File: config.mk
export PLATFORM = sky130hd
export DESIGN_NAME = mux_row_seq
export DESIGN_NICKNAME = d
export VERILOG_FILES = /design/src/rtl/sa_mux_pkg.sv /design/src/rtl/mux_row_n.sv /design/src/rtl/mux_row_seq.sv
export SDC_FILE = /design/constraint.sdc
export NUM_CORES = 1
export LEC_CHECK = 0
export CORE_ASPECT_RATIO = 0.75
export CORE_MARGIN = 2
export CORE_UTILIZATION = 40
export CTS_CLUSTER_SIZE = 12
export DETAILED_ROUTE_END_ITERATION = 6
export PLACE_DENSITY = 0.88
export SLEW_MARGIN = 10
export SYNTH_ARGS = -nofsm -noshare
export SYNTH_HDL_FRONTEND = slang
export SYNTH_HIERARCHICAL = 1
export SYNTH_SLANG_ARGS = --single-unit
File: constraint.sdc
create_clock -name i_clk -period 2.8 [get_ports i_clk]
set_input_delay 0.42 -clock i_clk [delete_from_list [all_inputs] [get_ports i_clk]]
set_output_delay 0.42 -clock i_clk [all_outputs]
set_load 0.02 [all_outputs]
File: src/rtl/sa_mux_pkg.sv
// Shared types and sizing helpers for the sequenced row multiplexer.
package sa_mux_pkg;

  typedef enum logic [0:0] {
    IDLE = 1'b0,
    RUN  = 1'b1
  } state_t;

  // $clog2 returns 0 for n<=1, which cannot size a port; clamp to one bit.
  function automatic int clog2_min1(input int n);
    return (n <= 2) ? 1 : $clog2(n);
  endfunction

endpackage

File: src/rtl/mux_row_n.sv
// Combinational N-way row select; indices outside the source range yield zero.
module mux_row_n
  import sa_mux_pkg::*;
#(
  parameter int ROW     = 9,
  parameter int NUM_SRC = 10,
  parameter int SEL_W   = clog2_min1(NUM_SRC)
) (
  input  logic [NUM_SRC*ROW-1:0] data,
  input  logic [SEL_W-1:0]       sel,
  output logic [ROW-1:0]         row
);

  always_comb begin
    row = '0;
    for (int k = 0; k < NUM_SRC; k++) begin
      if (sel == SEL_W'(k)) row = data[k*ROW +: ROW];
    end
  end

endmodule

File: src/rtl/mux_row_seq.sv
// Registered row multiplexer with direct and wrapping-sweep selection,
// feeding a single valid/ready output register that holds under backpressure.
module mux_row_seq
  import sa_mux_pkg::*;
#(
  parameter int ROW     = 9,
  parameter int NUM_SRC = 10,
  parameter int SEL_W   = clog2_min1(NUM_SRC),
  parameter int CNT_W   = clog2_min1(NUM_SRC) + 2
) (
  input  logic                   i_clk,
  input  logic                   i_rst,
  input  logic [NUM_SRC*ROW-1:0] i_data,
  input  logic                   i_sel_valid,
  input  logic [SEL_W-1:0]       i_sel,
  output logic                   o_sel_ready,
  input  logic                   i_start,
  input  logic [SEL_W-1:0]       i_first,
  input  logic [CNT_W-1:0]       i_count,
  output logic                   o_busy,
  output logic                   o_done,
  output logic                   o_valid,
  input  logic                   i_ready,
  output logic [ROW-1:0]         o_data,
  output logic [SEL_W-1:0]       o_src,
  output logic                   o_last
);

  state_t           state;
  logic [SEL_W-1:0] ptr;
  logic [CNT_W-1:0] rem;
  logic             zero_done;

  logic             load;
  logic             start_go;
  logic             direct_go;
  logic             step_go;
  logic [SEL_W-1:0] mux_sel;
  logic [ROW-1:0]   mux_row;
  logic [SEL_W-1:0] ptr_next;
  logic [SEL_W-1:0] first_ok;

  assign load      = !o_valid || i_ready;
  assign start_go  = (state == IDLE) && i_start;
  assign direct_go = (state == IDLE) && !i_start && i_sel_valid && load;
  assign step_go   = (state == RUN) && load;

  assign o_sel_ready = (state == IDLE) && !i_start && load;
  assign o_busy      = (state == RUN);
  assign o_done      = zero_done || (o_valid && i_ready && o_last);

  assign mux_sel  = (state == RUN) ? ptr : i_sel;
  assign ptr_next = (ptr == SEL_W'(NUM_SRC - 1)) ? '0 : ptr + SEL_W'(1);
  assign first_ok = (int'(i_first) < NUM_SRC) ? i_first : '0;

  mux_row_n #(
    .ROW    (ROW),
    .NUM_SRC(NUM_SRC),
    .SEL_W  (SEL_W)
  ) u_mux (
    .data(i_data),
    .sel (mux_sel),
    .row (mux_row)
  );

  // Sequencer and output register; i_data is sampled only when a beat loads.
  always_ff @(posedge i_clk or posedge i_rst) begin
    if (i_rst) begin
      state     <= IDLE;
      ptr       <= '0;
      rem       <= '0;
      zero_done <= 1'b0;
      o_valid   <= 1'b0;
      o_data    <= '0;
      o_src     <= '0;
      o_last    <= 1'b0;
    end else begin
      zero_done <= start_go && (i_count == '0);
      if (start_go && (i_count != '0)) begin
        state <= RUN;
        ptr   <= first_ok;
        rem   <= i_count;
      end
      if (step_go) begin
        ptr <= ptr_next;
        rem <= rem - CNT_W'(1);
        if (rem == CNT_W'(1)) state <= IDLE;
      end
      if (load) begin
        o_valid <= direct_go || step_go;
        if (direct_go || step_go) begin
          o_data <= mux_row;
          o_src  <= mux_sel;
          o_last <= step_go && (rem == CNT_W'(1));
        end
      end
    end
  end

endmodule

==> reports/metrics.cfg, run 1 <==
[synth]
ys_seq_elements=27
netlist_instances=274
synth_warnings=6
syn_area_per_cell_um2=8.46
async_reset_ff_share_pct=100
yosysUniqueCellTypes=52
synth_area_leaders=dfrtp_1 (29%), mux2_2 (11%), mux2i_1 (7.3%)
synth_area_leader_cell=dfrtp_1
synth_area_um2=2320
synth_top_family_by_area=compound AO/OA/AOI/OAI gates
synth-edff-count=0
syn-num-nets=385
yosys.area_share.xor_xnor_pct=0.378
synthFlopType=dfrtp_1
synth_compound_area_share_pct=24.6
synth_top_cell_area_share_pct=29.2
synth-simple-area-share_pct=19.8
synth_fa_ha_area_share_pct=1.08
synthMuxAreaShare_pct=18.5
ys_seq_area_share_pct=29.2

[power]
combinationalPowerShare_pct=64.7
clockPowerShare_pct=8.9
intPower_mw=1.47
p_per_area_nw_per_um2=698
switching_share_pct=42.5
leakage_nw=1.45
peakVddDrop_v=0.000664
pwr-share-seq_pct=26.4
switching_power_mw=1.09

[critical_path]
path_class=in2out
worstPathRequired_ns=2.38
critPathMaxFanout=7
cpMaxStageDelayCell=clkdlybuf4s50_1
critical_path.top_delay_family=buffers and inverters
path_buf_inv=2
critPathArrivalTime_ns=1.96
critical_path_depth=4
endpoint_kind=primary output
crit_chain=clkdlybuf4s50_1, nand2b_2, nor3b_1, clkdlybuf4s50_1
cp_common_cell=clkdlybuf4s50_1
start_kind=primary input
crit_path_max_incr_delay_ns=0.63
reg2reg_depth=6

[floorplanning]
initial_core_util_pct=42.4
placementRows=23
core_um2=5470
io-pin-count=127
die_y_um=69.9
dieArea_um2=6420
fp.dieW_um=91.9

[sta]
finalSetupViolations=0
slew_violations=0
fmaxAchievable_ghz=0.419
tns_ns=0
worst-slew-pin-transition_ns=0.480
period_needed_ns=2.38
relSlewSlack_pct=68.0
rsz0062_at_grt=no
fin_crit_sh_pct=85.2
setup_ws_ns=0.415
skew_ns=0.00258
hold_viol_final=0

[placed_design]
place_ws_ns=0.221
hpwl_um=5920
gp_congestion=0.900
place.port_buffers=126
placed_cells=463
placed_area_um2=3620

[grt]
grt_pass1_wl_um=12000
grt_pass1_vias=2483
overflow=0
track_usage_pct=22.8
antenna_found_initial=0
grt_max_degree=29

[route]
wl_met1_um=3180
wl_um=7470
via_per_inst=5.64
routed.top_layer=met4
antenna_left=0
met2_length_um=3410
firstDrtPassIters=5
drt_iter0_drc=241
dr_total_vias=2633
wl_met3_um=713
route.detailed.drc=0
wire_per_inst_um=16.0

[cts]
hold_buffers=0
ctsResizeCount=0
cts_sinks=27
worstSkewPairLatency_ns=0.28
cts_made_buffers=3
post_cts_buffers=0
clk_pin_slew_ns=0.09
cts_tree=built
clockBufferDepth=2
cts-root-buf=clkbuf_8
htreeDepth=1

[finish]
layout-drive-gt1-share_pct=10.5
diodes=0
fin_area_um2=3670
final_core_util_pct=67.1
final_net_count=504
area_growth_syn_to_layout_pct=58.4
fin_cells=467

[hold_path]
hold_class=in2async

[status]
status=finished clean

[job]
maxCapViolCount=0

registers in the layout, summed over array words and instances (netlist names):
| signal | cells |
|---|---|
| o_valid | 1 |
| o_src | 4 |
| o_busy | 1 |
| zero_done | 1 |
| o_data | 9 |
| o_last | 1 |
| rem | 6 |
| ptr | 4 |
tightest hold or removal path: stages:
cell	delay, ns
clkdlybuf4s50_1	0.40
inv_1	0.05
buf_4	0.32
cells in the final DEF, fill, tap and decap left out, types with 2 or more instances in the layout:
cell and n:
a31oi_1 9, a21o_1 2, o22ai_1 2, a21oi_1 15, dfrtp_1 27, clkdlybuf4s50_1 126
o21ai_0 15, and3_1 3, nand2b_1 3, nand2_1 21, clkbuf_8 3, o32ai_1 6
buf_4 7, nor2b_1 10, inv_1 8, and2_1 2, nor3b_1 3, nand3b_1 4
nor2_1 28, nand3_1 5, a211oi_1 9, ha_1 2, o21ai_1 6, o31a_1 2
a221oi_1 2, mux2_2 23, a22oi_1 3, o211ai_1 3, nor3_1 3, o31ai_1 2
mux2i_1 17
power by group through the flow:
stage | combinational [mW] | clock, mW | sequential [mW]
after floorplan | 1.03 | 0 | 0.743
after global placement | 1.59 | 0 | 0.666
after detailed placement | 1.64 | 0 | 0.676
after CTS | 1.64 | 0.233 | 0.670
after global routing | 1.79 | 0.248 | 0.689
final | 1.66 | 0.227 | 0.676
worst paths after layout:
check                           startpoint     endpoint  slack, ns
worst max-delay path               i_ready  o_sel_ready       0.42
worst max register to register      o_busy    o_data[0]       0.43
max in group asynchronous            i_rst    zero_done       2.04
worst min-delay path                 i_rst    o_data[8]       0.49
min in group i_clk               o_data[2]    o_data[2]       0.51
worst min register to register   o_data[2]    o_data[2]       0.51
cell type report:
| cell class | instances | area [µm²] |
|---|---|---|
| clock buffer | 4 | 45.0 |
| timing repair buffer | 134 | 1330 |
| multi-input combinational | 219 | 1490 |
| tap | 75 | 93.8 |
| fill | 448 | 1800 |
| sequential | 27 | 676 |
| inverter | 8 | 30.0 |
layer usage:
layer / track usage [%] / vias to the layer above
li1: - / 1247
met1: 32.3 / 1218
met2: 35.0 / 151
met3: 4.85 / 17
met4: 6.63 / 0
met5: 0 / -
stage by stage:
stage / power [mW] / hold slack [ns]
5_1_grt: 2.73 / 0.543
4_1_cts: 2.55 / 0.513
2_1_floorplan: 1.78 / 0.473
3_3_place_gp: 2.26 / 0.488
6_report: 2.56 / 0.495
3_5_place_dp: 2.31 / 0.498
logic make-up after synthesis:
kind of cell	count (synthesis)
AOI/OAI and AO/OA	86
xor gates and xnor gates	1
adders and majority gates	2
buffers and inverters	28
DFF	27
muxes	40
and+or+nand+nor	90
synthesized netlist by cell type, drive strengths merged, types with 2 or more instances:
cell type	n
and3	3
inv	8
o211ai	3
o32ai	6
nand3b	4
nor2	29
nor3	3
mux2	23
a211oi	9
o31a	2
a221oi	2
o31ai	2
clkbuf	3
nand2b	5
nor2b	11
and2	2
mux2i	17
nand3	5
dfrtp	27
nand2	21
a21oi	15
o22ai	2
a31oi	9
ha	2
nor3b	3
a22oi	3
buf	17
a21o	2
o21ai	22
Note: power is estimated with default switching activity, not from simulation.
==> run 2, diff against run 1 <==
- GPL_ROUTABILITY_DRIVEN: default -> 0
==> reports/metrics.cfg, run 2 (synthesized netlist as in run 1, its figures left out) <==
[grt]
grt_max_degree=40
antenna_found_initial=0
grt_pass1_vias=2512
overflow=0
grt_pass1_wl_um=12200
track_usage_pct=23.1

[critical_path]
crit_path_max_incr_delay_ns=0.63
crit_chain=clkdlybuf4s50_1, nand2b_2, nor3b_1, clkdlybuf4s50_1
r2r-start=o_busy
start_kind=primary input
critPathArrivalTime_ns=1.92
crit_path_start=i_ready
worstPathRequired_ns=2.38
path_class=in2out
endpoint_kind=primary output
cp_common_cell=clkdlybuf4s50_1
critPathMaxFanout=7
cpMaxStageDelayCell=clkdlybuf4s50_1

[sta]
skew_ns=0.00778
hold_viol_final=0
tns_ns=0
rsz0062_at_grt=no
slew_violations=0
relSlewSlack_pct=67.8
finalSetupViolations=0
period_needed_ns=2.34
worst-slew-pin-transition_ns=0.484
fmaxAchievable_ghz=0.426
fin_crit_sh_pct=83.7

[cts]
worstSkewPairLatency_ns=0.28
post_cts_buffers=0
cts_made_buffers=3
ctsResizeCount=0
cts-root-buf=clkbuf_8
cts_tree=built
clk_pin_slew_ns=0.10
hold_buffers=0
clockBufferDepth=2
cts_sinks=27
htreeDepth=1

[route]
firstDrtPassIters=5
antenna_left=0
wl_um=7410
dr_total_vias=2579
via_per_inst=5.53
route.detailed.drc=0
wire_per_inst_um=15.9
drt_iter0_drc=237

[finish]
largestRegisters=o_data: 9 flops, rem: 6 flops
top_register=o_data
final_net_count=503
layout-drive-gt1-share_pct=10.5
layout_common_cells=clkdlybuf4s50_1 (126), nor2_1 (28), dfrtp_1 (27)
final_common_cell=clkdlybuf4s50_1
largest_reg_flops=9
diodes=0
area_growth_syn_to_layout_pct=58.1

[floorplanning]
placementRows=23
dieArea_um2=6420
fp.dieW_um=91.9
die_y_um=69.9
initial_core_util_pct=42.4
core_um2=5470
io-pin-count=127

[power]
leakage_nw=1.45
peakVddDrop_v=0.000746
p_per_area_nw_per_um2=695
power.total_mw=2.55

[job]
maxCapViolCount=0

[hold_path]
hold_class=in2async

[status]
status=finished clean

[placed_design]
place.port_buffers=126
hpwl_um=5870

## run 2: changes by cell type in the layout (fill, tap and decap cells not counted), sizes merged
| cell | delta |
|---|---|
| clkinv | +1 |
| clkbuf | -1 |
| buf | -1 |
## run 2: path summary, 6_finish.rpt
| path | depth (start not counted) | slack, ns | end |
|---|---|---|---|
| setup / recovery | 4 | 0.46 | o_sel_ready |
| hold / removal | 3 | 0.50 | o_data[1] |
| setup reg to reg | 6 | 0.50 | o_data[1] |
| hold reg to reg | 1 | 0.51 | o_data[4] |
| max in group asynchronous | 3 | 2.04 | o_data[7] |
| min in group i_clk | 1 | 0.51 | o_data[4] |
## run 2: worst max-delay path, delay by kind of cell
kind	cells	cell delay, ns
buffers and inverters	2	1.12
AND/OR/NAND/NOR	2	0.39
## run 2: area by class of cell
type	instances	area, µm²
clock inverters	1	5.00
well taps	75	93.8
multi-input cells	219	1490
inverters	8	30.0
fillers	459	1800
flip-flops and latches	27	676
repair buffers	133	1330
clock buffers	3	41.3
## run 2: per-stage QoR
stage	cell area, µm²	instances	utilization, %	worst slack, ns	hold WS, ns
finish	3660	466	67.0	0.455	0.498
global placement	3620	462	66.2	0.318	0.489
detailed placement	3620	462	66.2	0.226	0.492
floorplan	2320	274	-	0.403	0.473
global route	3660	466	67.0	0.314	0.538
CTS	3660	466	67.0	0.449	0.514
## run 2: report_power, final
group	switching [mW]	internal, mW
registers	0.129	0.540
clock network	0.126	0.100
logic	0.828	0.823
total	1.08	1.46
## run 2: per-layer routing
layer / vias up / global-route usage [%] / routed length (µm)
li1: 1251 / - / -
met2: 117 / 38.2 / 3460
met5: - / 0 / 0
met1: 1203 / 31.5 / 3230
met3: 8 / 5.07 / 630
met4: 0 / 3.98 / 89
